<file path="config.mk">
export PLATFORM = sky130hd
export DESIGN_NAME = drc_response_misr
export DESIGN_NICKNAME = d
export VERILOG_FILES = /design/src/rtl/drc_response_misr.sv
export SDC_FILE = /design/constraint.sdc
export NUM_CORES = 1
export LEC_CHECK = 0
export BUFFER_PORTS_ARGS = -buffer_cell sky130_fd_sc_hd__buf_4
export CORE_ASPECT_RATIO = 1.25
export CORE_MARGIN = 2
export CORE_UTILIZATION = 56
export DETAILED_ROUTE_END_ITERATION = 6
export GPL_TIMING_DRIVEN = 0
export PLACE_DENSITY = 0.83
export SYNTH_ARGS = -nofsm -noshare
export SYNTH_HDL_FRONTEND = slang
export SYNTH_SLANG_ARGS = --single-unit
</file>
<file path="constraint.sdc">
create_clock -name refclk -period 3.9 [get_ports refclk]
set_input_delay 0.39 -clock refclk [delete_from_list [all_inputs] [get_ports refclk]]
set_output_delay 0.39 -clock refclk [all_outputs]
set_load 0.05 [all_outputs]
</file>
<file path="src/rtl/drc_response_misr.sv">
`default_nettype none
// ============================================================================
// Module      : drc_response_misr
// Description : Response MISR compactor with a single golden-signature compare
//               at the end of a run. Optional X-masking under DRC_XMASK_EN.
// Revision    : 1.0 - initial release
// ============================================================================
module drc_response_misr #(
  parameter int               WIDTH = 5,
  parameter int               CNT_W = 8,
  parameter logic [WIDTH-1:0] POLY  = 5'b00101,
  parameter logic [WIDTH-1:0] SEED  = 5'b00000
) (
  input  logic             refclk,
  input  logic             reset,
  input  logic             start,
  input  logic [CNT_W-1:0] num_cycles,
  input  logic [WIDTH-1:0] golden_sig,
  input  logic             resp_valid,
  input  logic [WIDTH-1:0] resp_data,
`ifdef DRC_XMASK_EN
  input  logic [WIDTH-1:0] resp_mask,
`endif
  output logic [WIDTH-1:0] signature,
  output logic [CNT_W-1:0] cap_count,
  output logic             busy,
  output logic             done,
  output logic             pass,
  output logic             fail
);

  typedef enum logic [1:0] {
    IDLE    = 2'd0,
    CAPTURE = 2'd1,
    COMPARE = 2'd2,
    DONE    = 2'd3
  } state_t;

  state_t           state, state_next;
  logic [CNT_W-1:0] target;
  logic [WIDTH-1:0] golden;
  logic [WIDTH-1:0] data_in;
  logic [WIDTH-1:0] misr_next;
  logic [CNT_W-1:0] count_inc;
  logic             armable;
  logic             accept;
  logic             last_word;

`ifdef DRC_XMASK_EN
  // Masked bits are X-sources; zero them so they never reach the signature.
  assign data_in = resp_data & ~resp_mask;
`else
  assign data_in = resp_data;
`endif

  assign misr_next = {signature[WIDTH-2:0], 1'b0}
                   ^ (signature[WIDTH-1] ? POLY : '0)
                   ^ data_in;
  assign count_inc = cap_count + CNT_W'(1);
  assign armable   = (state == IDLE) || (state == DONE);
  assign accept    = (state == CAPTURE) && resp_valid;
  assign last_word = accept && (count_inc == target);

  assign busy = (state == CAPTURE) || (state == COMPARE);
  assign done = (state == DONE);

  always_ff @(posedge refclk) begin
    if (reset) state <= IDLE;
    else       state <= state_next;
  end

  always_comb begin
    state_next = state;
    case (state)
      IDLE, DONE: begin
        if (start) state_next = (num_cycles == '0) ? COMPARE : CAPTURE;
      end
      CAPTURE: begin
        if (last_word) state_next = COMPARE;
      end
      COMPARE: state_next = DONE;
      default: state_next = IDLE;
    endcase
  end

  always_ff @(posedge refclk) begin
    if (reset) begin
      signature <= SEED;
      cap_count <= '0;
      target    <= '0;
      golden    <= '0;
      pass      <= 1'b0;
      fail      <= 1'b0;
    end else if (armable && start) begin
      signature <= SEED;
      cap_count <= '0;
      target    <= num_cycles;
      golden    <= golden_sig;
      pass      <= 1'b0;
      fail      <= 1'b0;
    end else if (accept) begin
      signature <= misr_next;
      cap_count <= count_inc;
    end else if (state == COMPARE) begin
      pass <= (signature == golden);
      fail <= (signature != golden);
    end
  end

endmodule
`default_nettype wire

</file>
==> results_dict.tcl <==
set metrics [dict create \
    cts.reportedPaths.clkPinSlew_ns 0.08 \
    floorplan.die_area_um2 3200 \
    syn_nets 212 \
    tritoncts "done" \
    grt_setup_unrepaired "no" \
    outcome "completed" \
    cp_num_buf_inv 2 \
    mux_cell_area_share_after_synthesis_pct 1.37 \
    n_antenna_cell 0 \
    start_util_pct 58.3 \
    irDropWorstVdd_mv 0.441 \
    cap_violations 0 \
    flop_to_flop_setup_slack_ns 1.74 \
    synth_top_flop_cell "dfxtp_1" \
    grt_start_max_net_pins 11 \
    layout_worst_path_cycle_share_pct 55.4 \
    power_switching_share_pct 41.7 \
    worst_path_largest_cell_delay_ns 0.60 \
    min-delay-path-class "input port to flip-flop" \
    synth_enable_flop_cells 0 \
    detail_route.drc_violations 0 \
    endpoint_of_the_lowest_slack_register_to_register_path "state[0]" \
    power_frac_comb_pct 44.5 \
    power_frac_clock_pct 16.8 \
    biggest_area_contributors_in_the_synthesized_netlist "dfxtp_1, nand2_1, a21oi_1, xnor2_1, xor2_1" \
    cts.hold.buffers_added 0 \
    synth_cell_type_count 34 \
    post_synth_fa_ha_maj_area_fraction_pct 3.23 \
    synth_area_per_cell_um2 8.32 \
    synthDominantCellAreaShare_pct 38.8 \
    critical-path-slowest-cell "or4b_2" \
    totalWireLength_um 3500 \
    p_int_mw 0.622 \
    ios 39 \
    postSynthCellCount 186 \
    dpl.hpwl_um 2670 \
    critical_path.reg2reg.startpoint "state[0]" \
    share_seq_of_total_power_pct 38.8 \
    netlist_area_um2 1550 \
    cts_setup_buffers 0 \
    place.gp.congestion 0.828 \
    worst_hold_path.endpoint "golden[0]" \
    layout.core_utilization_pct 72.3 \
    max_slew_margin_pct 61.5 \
    detail_route.iter0.violations 30 \
    synth.yosys.seq_area_share_pct 38.8 \
    vias_per_cell 5.39 \
    min_delay_path_depth 3 \
    cts-buffers-inserted 5 \
    min_period_ns 2.16 \
    num-fill-cells 217 \
    crit_path_start_kind "flip-flop" \
    timing.hold.worst.start "golden_sig[0]" \
    final_hold_viol_count 0 \
    worst-path-max-fanout 7 \
    cellPowerDensity_nw_per_um2 556 \
    yosys_register_bits 30 \
    finish.net_count 256 \
    cts.htree.levels 2 \
    synth.top_cells.by_count "nand2_1, dfxtp_1, a21oi_1, nor2_1, xnor2_1" \
    finalSetupViolCount 0 \
    detailroute.via_count 1418 \
    global_route.overflow_total 0 \
    leakagePower_nw 0.794 \
    worst-endpoint-required_ns 4.17 \
    clockBufferDepth 2 \
    number_of_antenna_violations_at_the_first_check_in_global_routing 0 \
    wl_per_cell_um 13.3 \
    crit_end_element "flip-flop" \
    worst-r2r-cell-count 8 \
    ws_path_type "flip-flop to flip-flop" \
    max_clock_freq_mhz 463 \
    drtPass1Iterations 4 \
    global_route_wire_length_before_repair_um 5840 \
    drt.antenna.violating_nets 0 \
    post-synth-top-count-cell "nand2_1" \
    worstPathCellList "inv_1 -> ha_1 -> and2_1 -> buf_2 -> nand3_1 -> or4b_2 -> o21ai_0 -> mux2_1" \
    main_combinational_cell_family_by_area_after_synthesis "simple AND/OR/NAND/NOR gates" \
    switching_power_mw 0.445 \
    path_delay_family "simple AND/OR/NAND/NOR gates" \
    cts.root.buffer_cell "clkbuf_4" \
    layout-drive-gt1-share_pct 22.3 \
    fraction_of_the_mapped_netlist_area_in_simple_logic_gates_pct 23.7 \
    complex_gate_fraction_of_the_synthesized_area_pct 14.1 \
    area_growth_pct 24.0 \
    synth_xor_area_share_pct 15.7 \
    placeable_core_area_um2 2650 \
    tightest_slew_ns 0.572 \
    synth-warning-count 0 \
    grt_pass1_vias 1383 \
    totalNegativeSetupSlack_ns 0 \
    worst_ep_arrival_time_ns 2.43 \
    grt_util_all_layers_pct 24.2 \
    final.setup_skew_ns 0.00499 \
    timing_max_transition_violations_final 0 \
    floorplan.die.height_um 62.8 \
    cts.sink_count 30 \
    port_buffers 37 \
    rows 21 \
    chipWidth_um 51.0 \
    synthArstFlopShare_pct 0 \
    clkLatencyLatePin_ns 0.33 \
    post_cts_resized 0 \
    netlist.top_cell.by_area "dfxtp_1" \
]
[layout by cell type, fill, tap and decap left out, drive strengths merged, types with 2 or more instances in the layout]
| master | netlist | layout |
|---|---|---|
| ha | 4 | 4 |
| nand2b | 3 | 3 |
| xor2 | 12 | 12 |
| clkbuf | 6 | 12 |
| nand3 | 7 | 7 |
| nor4 | 4 | 4 |
| and2 | 2 | 2 |
| or3 | 2 | 2 |
| o21ai | 3 | 3 |
| a211oi | 5 | 5 |
| xnor2 | 13 | 13 |
| nor2 | 14 | 14 |
| a21oi | 23 | 23 |
| inv | 4 | 4 |
| nor3 | 2 | 2 |
| nand2 | 37 | 37 |
| dfxtp | 30 | 30 |
| buf | 2 | 39 |
[registers in the layout, summed over array words and instances (netlist names)]
| register | cells |
|---|---|
| fail | 1 |
| signature | 5 |
| target | 8 |
| state | 2 |
| cap_count | 8 |
| pass | 1 |
| golden | 5 |
[metal layers]
metal | share of wire (%) | GRT usage, % | up-vias
li1 | - | - | 713
met1 | 40 | 26.4 | 661
met2 | 52 | 42.4 | 34
met3 | 4.5 | 6.70 | 10
met4 | 2.6 | 10.5 | 0
met5 | 0 | 0 | -
[power by group through the flow]
stage	logic, mW	registers, mW	clock network [mW]
2_1_floorplan	0.306	0.461	0
3_3_place_gp	0.456	0.416	0
3_5_place_dp	0.470	0.420	0
4_1_cts	0.475	0.413	0.183
5_1_grt	0.518	0.420	0.199
6_report	0.474	0.414	0.179
[final cells by class]
cell class	count	area [µm²]	area share [%]
buffer	8	32.5	1.69
clock buffer	6	51.3	2.67
inverter	4	15.0	0.782
multi-input combinational	144	900	46.9
sequential	30	601	31.3
tap	34	42.5	2.22
timing repair buffer	37	278	14.5
[worst reg2reg max path: stages, from the launching register on]
cell and delay, ns:
dfxtp_1 0.43, inv_1 0.07, ha_1 0.36, and2_1 0.16
buf_2 0.16, nand3_1 0.08, or4b_2 0.60, o21ai_0 0.11
mux2_1 0.15
[metrics by stage]
| step | cells | instance area (µm²) | hold WS, ns | power, mW | worst slack [ns] |
|---|---|---|---|---|---|
| floorplan | 186 | 1550 | 0.448 | 0.767 | 1.65 |
| global placement | 257 | 1870 | 0.461 | 0.872 | 1.84 |
| detailed placement | 257 | 1870 | 0.462 | 0.890 | 1.79 |
| CTS | 263 | 1920 | 0.300 | 1.07 | 1.76 |
| global route | 263 | 1920 | 0.310 | 1.14 | 1.66 |
| finish | 263 | 1920 | 0.310 | 1.07 | 1.74 |
[worst max-delay path by stage]
stage / startpoint / endpoint / slack [ns] / cells past startpoint
detailed placement: state[0] / state[0] / 1.79 / 8
finish: state[0] / state[0] / 1.74 / 8
global route: state[0] / state[0] / 1.66 / 8
floorplan: cap_count[0] / state[0] / 1.65 / 6
CTS: state[0] / state[0] / 1.76 / 8
global placement: state[0] / state[0] / 1.84 / 8
[kinds of logic (layout without fill, tap and decap cells)]
logic type | Yosys count | count (layout)
DFF | 30 | 30
muxes | 2 | 2
and+or+nand+nor | 76 | 76
AOI/OAI and AO/OA | 36 | 36
xor gates and xnor gates | 26 | 26
buffers and inverters | 12 | 55
adders and majority gates | 4 | 4
Note: power is estimated with default switching activity, not from simulation.
